### config.mk
export PLATFORM = sky130hd
export DESIGN_NAME = usbf_sie_tx
export DESIGN_NICKNAME = d
export VERILOG_FILES = /design/src/rtl/usbf_pkg.sv /design/src/rtl/usbf_crc16.sv /design/src/rtl/usbf_sie_tx.sv
export SDC_FILE = /design/constraint.sdc
export NUM_CORES = 1
export LEC_CHECK = 0
export ABC_AREA = 0
export CORE_MARGIN = 4
export CORE_UTILIZATION = 47
export CTS_CLUSTER_DIAMETER = 150
export DETAILED_ROUTE_END_ITERATION = 12
export PLACE_DENSITY = 0.76
export SLEW_MARGIN = 40
export SYNTH_ARGS = -nofsm -noshare
export SYNTH_HDL_FRONTEND = slang
export SYNTH_SLANG_ARGS = --single-unit
export TNS_END_PERCENT = 50
### constraint.sdc
create_clock -name clk_i -period 1.78 [get_ports clk_i]
set_input_delay 0.356 -clock clk_i [delete_from_list [all_inputs] [get_ports clk_i]]
set_output_delay 0.356 -clock clk_i [all_outputs]
set_load 0.05 [all_outputs]
### src/rtl/usbf_pkg.sv
// Shared definitions for the USB device SIE: PID bytes, CRC16 constants and
// the transmit packetiser state encoding.
package usbf_pkg;

  // Full PID bytes, check nibble included
  localparam logic [7:0] PID_DATA0 = 8'hC3;
  localparam logic [7:0] PID_DATA1 = 8'h4B;
  localparam logic [7:0] PID_ACK   = 8'hD2;
  localparam logic [7:0] PID_NAK   = 8'h5A;
  localparam logic [7:0] PID_STALL = 8'h1E;

  // CRC16: x^16+x^15+x^2+1, reflected, LSB first
  localparam logic [15:0] CRC16_INIT = 16'hFFFF;
  localparam logic [15:0] CRC16_POLY = 16'hA001;

  // Transmit FSM states (plain constants so older tools read them unchanged)
  localparam logic [2:0] TX_IDLE   = 3'd0;
  localparam logic [2:0] TX_GAP    = 3'd1;
  localparam logic [2:0] TX_PID    = 3'd2;
  localparam logic [2:0] TX_DATA   = 3'd3;
  localparam logic [2:0] TX_CRC_LO = 3'd4;
  localparam logic [2:0] TX_CRC_HI = 3'd5;

endpackage

### src/rtl/usbf_crc16.sv
// One-byte CRC16 step, reflected polynomial, data consumed LSB first.
// Pure combinational so the receive checker can share it.
import usbf_pkg::*;

module usbf_crc16 (
  input  logic [15:0] crc_in,
  input  logic [7:0]  data_in,
  output logic [15:0] crc_out
);

  // Eight serial shift/xor steps unrolled into one cycle
  always_comb begin
    crc_out = crc_in;
    for (int i = 0; i < 8; i++) begin
      if (crc_out[0] ^ data_in[i])
        crc_out = (crc_out >> 1) ^ CRC16_POLY;
      else
        crc_out = crc_out >> 1;
    end
  end

endmodule

### src/rtl/usbf_sie_tx.sv
// SIE transmit packetiser: PID, payload straight from the endpoint stream,
// inverted CRC16 trailer, with an inter-packet gap after bus activity.
import usbf_pkg::*;

module usbf_sie_tx #(
  parameter int IPG_CYCLES = 8
) (
  input  logic       clk_i,
  input  logic       rst_i,
  input  logic       enable_i,
  input  logic       rx_active_i,
  input  logic       req_i,
  input  logic [7:0] req_pid_i,
  input  logic       req_data_i,
  output logic       req_accept_o,
  input  logic       data_valid_i,
  input  logic       data_strb_i,
  input  logic [7:0] data_i,
  input  logic       data_last_i,
  output logic       data_accept_o,
  output logic [7:0] utmi_data_o,
  output logic       utmi_txvalid_o,
  input  logic       utmi_txready_i,
  output logic       busy_o,
  output logic       err_o
);

  localparam logic [7:0] IPG_LOAD = 8'(IPG_CYCLES);

  logic [2:0]  state_q, state_d;
  logic [7:0]  gap_q;
  logic [7:0]  pid_q;
  logic        data_q;
  logic [15:0] crc_q, crc_next;
  logic        ret_q;     // first IDLE cycle after a packet: no accept yet
  logic        req_take;

  usbf_crc16 u_crc (
    .crc_in  (crc_q),
    .data_in (data_i),
    .crc_out (crc_next)
  );

  assign req_accept_o = (state_q == TX_IDLE) && enable_i && !ret_q;
  assign req_take     = req_i && req_accept_o;
  assign busy_o       = (state_q != TX_IDLE);

  // Next state and UTMI/stream outputs; payload byte passes through unregistered
  always_comb begin
    state_d        = state_q;
    utmi_data_o    = 8'h00;
    utmi_txvalid_o = 1'b0;
    data_accept_o  = 1'b0;
    err_o          = 1'b0;
    case (state_q)
      TX_IDLE: begin
        if (req_take) state_d = (gap_q != 8'd0) ? TX_GAP : TX_PID;
      end
      TX_GAP: begin
        if (gap_q == 8'd0) state_d = TX_PID;
      end
      TX_PID: begin
        utmi_data_o    = pid_q;
        utmi_txvalid_o = 1'b1;
        if (utmi_txready_i) state_d = data_q ? TX_DATA : TX_IDLE;
      end
      TX_DATA: begin
        if (!data_valid_i) begin
          // Underrun: truncate, the host discards it on the bad CRC
          err_o   = 1'b1;
          state_d = TX_IDLE;
        end else if (!data_strb_i) begin
          // Zero-length marker: swallow it, leaves a one-cycle bubble
          data_accept_o = 1'b1;
          state_d       = TX_CRC_LO;
        end else begin
          utmi_data_o    = data_i;
          utmi_txvalid_o = 1'b1;
          data_accept_o  = utmi_txready_i;
          if (utmi_txready_i && data_last_i) state_d = TX_CRC_LO;
        end
      end
      TX_CRC_LO: begin
        utmi_data_o    = ~crc_q[7:0];
        utmi_txvalid_o = 1'b1;
        if (utmi_txready_i) state_d = TX_CRC_HI;
      end
      TX_CRC_HI: begin
        utmi_data_o    = ~crc_q[15:8];
        utmi_txvalid_o = 1'b1;
        if (utmi_txready_i) state_d = TX_IDLE;
      end
      default: state_d = TX_IDLE;
    endcase
  end

  // FSM state and the one-cycle no-accept window after returning to IDLE
  always_ff @(posedge clk_i) begin
    if (rst_i) begin
      state_q <= TX_IDLE;
      ret_q   <= 1'b0;
    end else begin
      state_q <= state_d;
      ret_q   <= (state_q != TX_IDLE) && (state_d == TX_IDLE);
    end
  end

  // Gap counter: held at full while the bus is busy, then counts down to 0
  always_ff @(posedge clk_i) begin
    if (rst_i)
      gap_q <= 8'd0;
    else if (rx_active_i || utmi_txvalid_o)
      gap_q <= IPG_LOAD;
    else if (gap_q != 8'd0)
      gap_q <= gap_q - 8'd1;
  end

  // Latched request fields
  always_ff @(posedge clk_i) begin
    if (rst_i) begin
      pid_q  <= 8'h00;
      data_q <= 1'b0;
    end else if (req_take) begin
      pid_q  <= req_pid_i;
      data_q <= req_data_i;
    end
  end

  // Running CRC: seeded as the PID leaves, advanced on each accepted byte
  always_ff @(posedge clk_i) begin
    if (rst_i)
      crc_q <= CRC16_INIT;
    else if (state_q == TX_PID && utmi_txready_i)
      crc_q <= CRC16_INIT;
    else if (state_q == TX_DATA && data_accept_o && data_strb_i)
      crc_q <= crc_next;
  end

endmodule

==> run_results.csv, run 1 <==
group,metric,value,unit
outcome,status,"finished with violations",
outcome,violations,"negative setup slack",
synth,yosysUniqueCellTypes,38,
timing,finalMaxSlewViolations,0,
synth,postSynthCellCount,251,
floorplan,die_area,0.00555,sq mm
grt,antenna_found_initial,0,
min_path,min_to,"pid_q[6]",
clock_tree,cts_root_buf,"clkbuf_8",
clock_tree,cts_buffers,5,
finish,drive_gt1_share,30.1,%
finish,area_growth,56.0,%
timing,worst_pin_slew,0.335,ns
power,p_clk_share,20.1,%
power,p_total,3.84,mW
power,p_leak,1.36,nW
worst_setup_path,cp_slowest_stage_delay,0.36,ns
worst_setup_path,crit_family,"simple AND/OR/NAND/NOR gates",
timing,max_freq,0.499,GHz
timing,hold_violations,0,
synth,seq_area_frac_synth,35.7,%
grt,track_usage,23.9,%
synth,ys_async_sr_fraction,0,%
finish,final_common_cell,"buf_4",
finish,fillCellCount,274,
synth,syn_area,0.00208,sq mm
placement,place_congestion,0.863,
timing,final.min_clock_period,2.01,ns
power,switching_share,38.1,%
floorplan,io_pins,39,
clock_tree,clock-sinks,37,
worst_setup_path,critical_path_class,"reg2out",
power,cellPowerDensity,1190,mW/mm^2
finish,num_antenna_cells,0,
timing,rsz0062_at_grt,"true",
worst_setup_path,required,1.42,ns
route,route.antenna.remaining_nets,0,
route,wl,6610,microns
worst_setup_path,reg2reg_slack,0,ns
floorplan,die_w,74.5,microns
grt,grt_pass1_wl,10100,microns
synth,ys.flop_type,"dfxtp_1",
worst_setup_path,crit_buf_inv,1,
finish,fin_nets,356,
timing,slew_headroom,77.5,%
route,vias,2142,
synth,synth_area_leaders,"dfxtp_1, xnor2_1, nand2_1",
finish,seq_area,749,sq um
worst_setup_path,crit_arrival,1.65,ns
grt,grt_pass1_vias,2119,
synth,synth_top_area_cell,"dfxtp_1",
power,intPower,2.38,mW
power,p_sw,1.46,mW
synth,ys_ff_latch,37,
clock_tree,h-tree-depth,2,
timing,holdWs,0.474,ns
route,viasPerCell,5.65,
timing,fin_crit_sh,113,%
clock_tree,clk_transition_reported_paths,0.08,ns
floorplan,start_util,50.1,%
floorplan,rows,23,
min_path,hold_start,"pid_q[6]",
clock_tree,cts_tree,"built",
finish,multi_input_area,0.00142,sq mm
worst_setup_path,reg2reg_to,"ret_q",
min_path,hold_path_depth,2,
worst_setup_path,worst-path-max-fanout,5,
synth,syn_avg_cell_area,8.27,sq um
timing,setup_viol,16,
worst_setup_path,cp.depth,4,
floorplan,die-height,74.5,microns
placement,portBuffers,38,
route,drtPass1Iterations,4,
worst_setup_path,cp-start-kind,"register",
clock_tree,clockBufferDepth,2,
worst_setup_path,crit_chain,"and4b_2, and2_4, a221o_1, buf_12",
clock_tree,clk_latency,0.29,ns
synth,synth_top_area_share,35.7,%
worst_setup_path,r2r_cells,7,
synth,synth_nets,279,
flow_run,cap_violations,0,
timing,finalWorstSetupSlack,-0.226,ns
min_path,hold_path.class,"reg2reg",
timing,fin_setup_tns,-2.51,ns
synth,synth_edf_count,0,
finish,design_area,0.00324,sq mm
floorplan,core,0.00414,sq mm
route,wl_per_cell,17.4,microns
timing,fin_worst_skew,0.00270,ns
route,drtIter0Drc,145,
grt,grt_max_degree,17,
placement,place_area,0.00291,sq mm
worst_setup_path,end_kind,"output port",
grt,grt-ovfl-total,0,
synth,ys_warn_count,0,
placement,dpl.hpwl,4110,microns
worst_setup_path,regToRegStartpoint,"state_q[2]",
power,peakVddDrop,0.609,mV
finish,mostFrequentLayoutCells,"buf_4, nand2_1, dfxtp_1",
route,drc,0,
placement,preCtsSetupSlack,-0.570,ns
worst_setup_path,slowest_stage,"dfxtp_2",
power,combPwrFrac,50.4,%
power,seq_power_share,29.4,%
## sequential cells by signal, indices dropped and copies added, names as in the netlist
signal,count
ret_q,1
pid_q,8
crc_q,16
data_q,1
gap_q,8
state_q,3
## synth_stat cells, types with 6 or more instances
cell type,count
a211oi_1,11
a21oi_1,15
a221o_1,8
clkbuf_1,13
dfxtp_1,37
nand2_1,40
nand3_1,16
nor2_1,22
nor2b_1,13
o211ai_1,7
xnor2_1,18
xor2_1,6
## stage by stage
stage	util [%]	instances
2_1_floorplan	-	251
3_3_place_gp	70.1	363
3_5_place_dp	70.1	363
4_1_cts	75.9	377
5_1_grt	78.2	379
6_report	78.2	379
## area by class of cell
class	count	area share [%]
Sequential cell	37	23.1
Clock inverter	2	1.16
Inverter	4	0.463
Timing Repair Buffer	83	27.0
Multi-Input combinational cell	197	43.8
Tap cell	50	1.93
Clock buffer	6	2.55
## worst min-delay path: stages (launching register included)
cell and delay, ns:
dfxtp_1 0.31, nand2_1 0.06, a21oi_1 0.06
## how the worst max path moves through the flow
stage	startpoint	to
after global routing	state_q[1]	req_accept_o
final	state_q[2]	utmi_data_o[0]
after CTS	state_q[2]	utmi_data_o[0]
after floorplan	state_q[1]	utmi_data_o[0]
after global placement	data_valid_i	utmi_data_o[7]
after detailed placement	data_valid_i	utmi_data_o[7]
## power by group through the flow
stage          logic [mW]  clock network, mW  registers (mW)
2_1_floorplan        1.13                  0            1.07
3_3_place_gp         1.70                  0            1.11
3_5_place_dp         1.73                  0            1.12
4_1_cts              1.85              0.778            1.12
5_1_grt              2.11              0.815            1.15
6_report             1.94              0.774            1.13
## what timing repair did
| item | in CTS | in global routing |
|---|---|---|
| hold buffers | 0 | 0 |
| setup buffers | 4 | 2 |
| resized for setup | 24 | 16 |
| pin swaps | 4 | 8 |
| cloned | 2 | 0 |
| endpoints found under the setup margin | 18 | 23 |
## layer usage
layer	global-route usage [%]	up-vias	routed length [microns]
li1	-	1029	-
met1	29.9	1036	2750
met2	41.1	67	3290
met3	7.16	10	483
met4	4.74	0	89
met5	0	-	0
## logic make-up (layout without fill, tap and decap cells)
family,count (synthesis),in the layout,synth area share [%]
flip-flops,37,37,35.7
XOR/XNOR,30,30,15.9
buffers and inverters,19,95,3.49
AND/OR/NAND/NOR,112,114,26.0
AO/OA/AOI/OAI,51,51,17.8
adder cells (fa/ha/maj),2,2,1.20
Power figures use the tool's default switching activity.
==> inputs of run 2 (changes only) <==
--- a/config.mk
+++ b/config.mk
@@ -11,7 +11,7 @@
 export CTS_CLUSTER_DIAMETER = 150
 export DETAILED_ROUTE_END_ITERATION = 12
 export PLACE_DENSITY = 0.76
-export SLEW_MARGIN = 40
+export SLEW_MARGIN = 15
 export SYNTH_ARGS = -nofsm -noshare
 export SYNTH_HDL_FRONTEND = slang
 export SYNTH_SLANG_ARGS = --single-unit
==> constraint.sdc (replaced) <==
create_clock -name clk_i -period 1.78 [get_ports clk_i]
set_input_delay 0.178 -clock clk_i [delete_from_list [all_inputs] [get_ports clk_i]]
set_output_delay 0.178 -clock clk_i [all_outputs]
set_load 0.05 [all_outputs]
==> run_results.csv, run 2 (same netlist as run 1, synthesis figures left out) <==
group,metric,value,unit
clock_tree,h-tree-depth,2,
power,peakVddDrop,0.621,mV
floorplan,io_pins,39,
route,wl,5600,microns
min_path,hold_path.class,"in2reg",
timing,fin_crit_sh,104,%
clock_tree,cts_root_buf,"clkbuf_8",
outcome,status,"finished with violations",
grt,grt_pass1_vias,1881,
timing,worst_pin_slew,0.516,ns
placement,dpl.hpwl,3960,microns
min_path,hold_path_depth,3,
floorplan,rows,23,
route,viasPerCell,5.49,
timing,slew_headroom,65.3,%
grt,antenna_found_initial,0,
timing,hold_violations,0,
finish,regMostFlops,"crc_q",
finish,area_growth,50.2,%
route,drtIter0Drc,101,
timing,setup_viol,3,
clock_tree,clockBufferDepth,2,
finish,largest_reg_flops,16,
route,route.antenna.remaining_nets,0,
route,wl_per_cell,15.1,microns
clock_tree,clk_latency,0.29,ns
placement,portBuffers,38,
grt,grt_max_degree,17,
power,cellPowerDensity,1170,mW/mm^2
grt,track_usage,20.7,%
finish,drive_gt1_share,27.3,%
timing,fin_setup_tns,-0.0956,ns
grt,grt-ovfl-total,0,
power,combPwrFrac,52.7,%
floorplan,die_w,74.5,microns
finish,fin_nets,349,
worst_setup_path,required,1.60,ns
grt,grt_pass1_wl,8660,microns
clock_tree,cts_buffers,5,
floorplan,die_area,0.00555,sq mm
timing,fin_worst_skew,0.00551,ns
flow_run,cap_violations,0,
power,p_sw,1.44,mW
floorplan,die-height,74.5,microns
finish,final_common_cell,"nand2_1",
clock_tree,clock-sinks,37,
worst_setup_path,worst-path-max-fanout,4,
timing,finalMaxSlewViolations,0,
worst_setup_path,critical_path_class,"reg2out",
outcome,violations,"negative setup slack",
power,p_clk_share,16.1,%
power,switching_share,39.5,%
timing,max_freq,0.541,GHz
route,drtPass1Iterations,4,
placement,place_congestion,0.886,
timing,rsz0062_at_grt,"true",
timing,final.min_clock_period,1.85,ns
power,seq_power_share,31.2,%
clock_tree,cts_hold_buf,0,
worst_setup_path,end_kind,"output port",
finish,fin_cells,372,
finish,num_antenna_cells,0,
clock_tree,cts_tree,"built",
clock_tree,clk_transition_reported_paths,0.08,ns
floorplan,core,0.00414,sq mm
power,intPower,2.20,mW
placement,placed_cells,357,
power,p_leak,1.30,nW
worst_setup_path,crit_arrival,1.67,ns
worst_setup_path,r2r_cells,6,
worst_setup_path,cp-start-kind,"register",
timing,finalWorstSetupSlack,-0.0683,ns
finish,mostFrequentLayoutCells,"nand2_1, buf_4, dfxtp_1",
floorplan,start_util,50.1,%
finish,largestRegisters,"crc_q: 16 flops, gap_q: 8 flops, pid_q: 8 flops",
route,vias,2044,
route,drc,0,
==> run 2: power groups by stage <==
stage	registers (mW)	logic [mW]	clock network, mW
after global placement	1.11	1.65	0
after floorplan	1.07	1.13	0
after CTS	1.12	1.82	0.596
after detailed placement	1.12	1.68	0
after global routing	1.15	2.07	0.625
final	1.14	1.92	0.586
==> run 2: metrics by stage <==
step / hold slack (ns) / total power, mW / area [sq um] / utilization [%] / worst slack [ns]
global route: 0.449 / 3.85 / 3120 / 75.3 / -0.126
floorplan: 0.325 / 2.20 / 2090 / - / -0.0301
CTS: 0.447 / 3.54 / 3010 / 72.7 / -0.0313
detailed placement: 0.454 / 2.80 / 2850 / 68.8 / -0.349
global placement: 0.448 / 2.76 / 2850 / 68.8 / -0.312
finish: 0.443 / 3.64 / 3120 / 75.3 / -0.0683
==> run 2: cell type report <==
cell class	count	area, sq um
inverter	4	15.0
clock inverter	3	17.5
fill	287	1020
tap	50	62.6
timing repair buffer	77	820
multi-input combinational	196	1390
sequential	37	752
clock buffer	5	68.8
==> run 2: repair_timing <==
action,in CTS,in global routing
gates cloned,1,0
resized for setup,14,19
endpoints found under the setup margin,11,23
endpoints found under the hold margin,0,0
buffers inserted,4,3
pin swaps,3,6
==> run 2: final timing paths <==
| kind | from | endpoint | slack (ns) |
|---|---|---|---|
| worst min-delay path | req_pid_i[0] | pid_q[0] | 0.44 |
| worst max-delay path | state_q[2] | req_accept_o | -0.07 |
| worst min register to register | pid_q[4] | pid_q[4] | 0.46 |
| worst max register to register | crc_q[4] | crc_q[14] | 0.03 |
==> run 2: worst max-delay path, cell delays in order, from the launching register on <==
cell and delay (ns):
dfxtp_4 0.36, buf_6 0.12, or3_4 0.41, nor3b_4 0.23, buf_6 0.14, buf_12 0.12
==> run 2: metal layers <==
layer | global-route usage [%] | share of wire [%] | vias up
li1 | - | - | 1023
met1 | 26.4 | 44 | 967
met2 | 34.9 | 48 | 45
met3 | 4.46 | 5.7 | 9
met4 | 6.52 | 1.9 | 0
met5 | 0 | 0 | -
==> inputs of run 3 (changes only) <==
--- a/config.mk
+++ b/config.mk
@@ -7,11 +7,9 @@
 export LEC_CHECK = 0
 export ABC_AREA = 0
 export CORE_MARGIN = 4
-export CORE_UTILIZATION = 47
+export CORE_UTILIZATION = 38
 export CTS_CLUSTER_DIAMETER = 150
 export DETAILED_ROUTE_END_ITERATION = 12
-export PLACE_DENSITY = 0.76
-export SLEW_MARGIN = 15
 export SYNTH_ARGS = -nofsm -noshare
 export SYNTH_HDL_FRONTEND = slang
 export SYNTH_SLANG_ARGS = --single-unit
==> constraint.sdc (replaced) <==
create_clock -name clk_i -period 1.78 [get_ports clk_i]
set_input_delay 0.178 -clock clk_i [delete_from_list [all_inputs] [get_ports clk_i]]
set_output_delay 0.178 -clock clk_i [all_outputs]
set_load 0.01 [all_outputs]
==> run_results.csv, run 3 (same netlist as run 1, synthesis figures left out) <==
group,metric,value,unit
worst_setup_path,required,1.60,ns
outcome,status,"finished with violations",
floorplan,die_w,81.9,microns
finish,largestRegisters,"crc_q: 16 flops, gap_q: 8 flops, pid_q: 8 flops",
route,route.antenna.remaining_nets,0,
worst_setup_path,reg2reg_to,"crc_q[0]",
floorplan,core,0.00520,sq mm
finish,area_growth,44.6,%
clock_tree,clk_transition_reported_paths,0.08,ns
flow_run,cap_violations,0,
worst_setup_path,cp-start-kind,"register",
placement,dpl.hpwl,4250,microns
finish,regMostFlops,"crc_q",
timing,finalMaxSlewViolations,0,
finish,largest_reg_flops,16,
power,p_total,3.42,mW
finish,num_antenna_cells,0,
worst_setup_path,end_kind,"output port",
clock_tree,cts_root_buf,"clkbuf_8",
worst_setup_path,worst-path-max-fanout,4,
placement,place_congestion,0.816,
timing,worst_pin_slew,0.458,ns
power,cellPowerDensity,1140,mW/mm^2
route,viasPerCell,5.10,
timing,setup_viol,3,
floorplan,die-height,81.9,microns
timing,finalWorstSetupSlack,-0.00823,ns
timing,slew_headroom,69.5,%
grt,grt-ovfl-total,0,
min_path,hold_path.class,"in2reg",
clock_tree,clk_latency,0.29,ns
finish,multi_input_area,0.00138,sq mm
clock_tree,cts_tree,"built",
timing,rsz0062_at_grt,"true",
route,drtIter0Drc,51,
floorplan,start_util,39.9,%
timing,fin_setup_tns,-0.0188,ns
clock_tree,clockBufferDepth,2,
placement,placed_cells,380,
grt,grt_pass1_wl,9540,microns
finish,fin_util,57.7,%
grt,antenna_found_initial,0,
worst_setup_path,reg2reg_slack,0.04,ns
floorplan,die_area,0.00671,sq mm
min_path,hold_start,"req_pid_i[7]",
worst_setup_path,crit_arrival,1.61,ns
route,wl,5720,microns
route,vias,1998,
timing,max_freq,0.559,GHz
finish,fin_cells,392,
timing,hold_violations,0,
min_path,hold_path_depth,3,
grt,grt_pass1_vias,1975,
outcome,violations,"negative setup slack",
route,drtPass1Iterations,4,
timing,fin_worst_skew,0.0102,ns
finish,drive_gt1_share,26.4,%
timing,fin_crit_sh,100,%
placement,preCtsSetupSlack,-0.501,ns
finish,fin_nets,350,
finish,seq_area,751,sq um
clock_tree,h-tree-depth,2,
grt,track_usage,18.5,%
clock_tree,cts_hold_buf,0,
finish,mostFrequentLayoutCells,"nand2_1, buf_4, dfxtp_1",
route,wl_per_cell,14.6,microns
floorplan,rows,26,
finish,fillCellCount,503,
grt,grt_max_degree,14,
power,peakVddDrop,0.575,mV
power,p_leak,1.32,nW
clock_tree,clock-sinks,37,
worst_setup_path,critical_path_class,"reg2out",
timing,final.min_clock_period,1.79,ns
worst_setup_path,r2r_cells,5,
clock_tree,cts_buffers,5,
worst_setup_path,regToRegStartpoint,"crc_q[1]",
floorplan,io_pins,39,
route,drc,0,
finish,final_common_cell,"nand2_1",
placement,portBuffers,38,
min_path,min_to,"pid_q[7]",
==> run 3: worst max path at each step <==
stage                 start              to  slack (ns)
2_1_floorplan      crc_q[5]        crc_q[0]       0.006
3_3_place_gp   data_valid_i  utmi_data_o[4]       -0.51
3_5_place_dp   data_valid_i  utmi_data_o[4]       -0.50
4_1_cts          state_q[2]  utmi_data_o[7]       -0.03
5_1_grt            crc_q[1]        crc_q[0]       -0.09
6_report         state_q[2]  utmi_data_o[5]      -0.008
==> run 3: repair_timing <==
action,CTS,global route
resized for setup,59,15
pin swaps,0,9
gates cloned,1,0
setup buffers,2,2
endpoints found under the setup margin,24,23
==> run 3: cell type report <==
type | instances | area share [%]
tap | 70 | 2.92
multi-input combinational | 196 | 45.9
clock inverter | 2 | 1.17
sequential | 37 | 25.0
timing repair buffer | 78 | 22.3
inverter | 4 | 0.500
clock buffer | 5 | 2.29
==> run 3: power breakdown <==
group          switching [mW]  internal, mW
Clock                   0.299         0.407
Combinational           0.788         0.814
Sequential              0.140         0.970
==> run 3: per-layer routing <==
metal | routed length, microns | global-route usage (%) | part of all wire, %
met5 | 0 | 0 | 0
met4 | 111 | 5.65 | 1.9
met3 | 326 | 4.28 | 5.7
met2 | 2640 | 29.9 | 46
met1 | 2640 | 24.4 | 46
==> run 3: worst max-delay path: stages, from the launching register on <==
cell,delay [ns]
dfxtp_4,0.37
and4b_2,0.24
buf_6,0.12
and2_4,0.16
a221o_1,0.28
buf_2,0.14
==> run 3: through the flow <==
| step | cell area (sq um) | hold WS, ns |
|---|---|---|
| after global placement | 2810 | 0.450 |
| after global routing | 3000 | 0.459 |
| after floorplan | 2120 | 0.325 |
| after detailed placement | 2810 | 0.458 |
| after CTS | 2930 | 0.442 |
| final | 3000 | 0.448 |
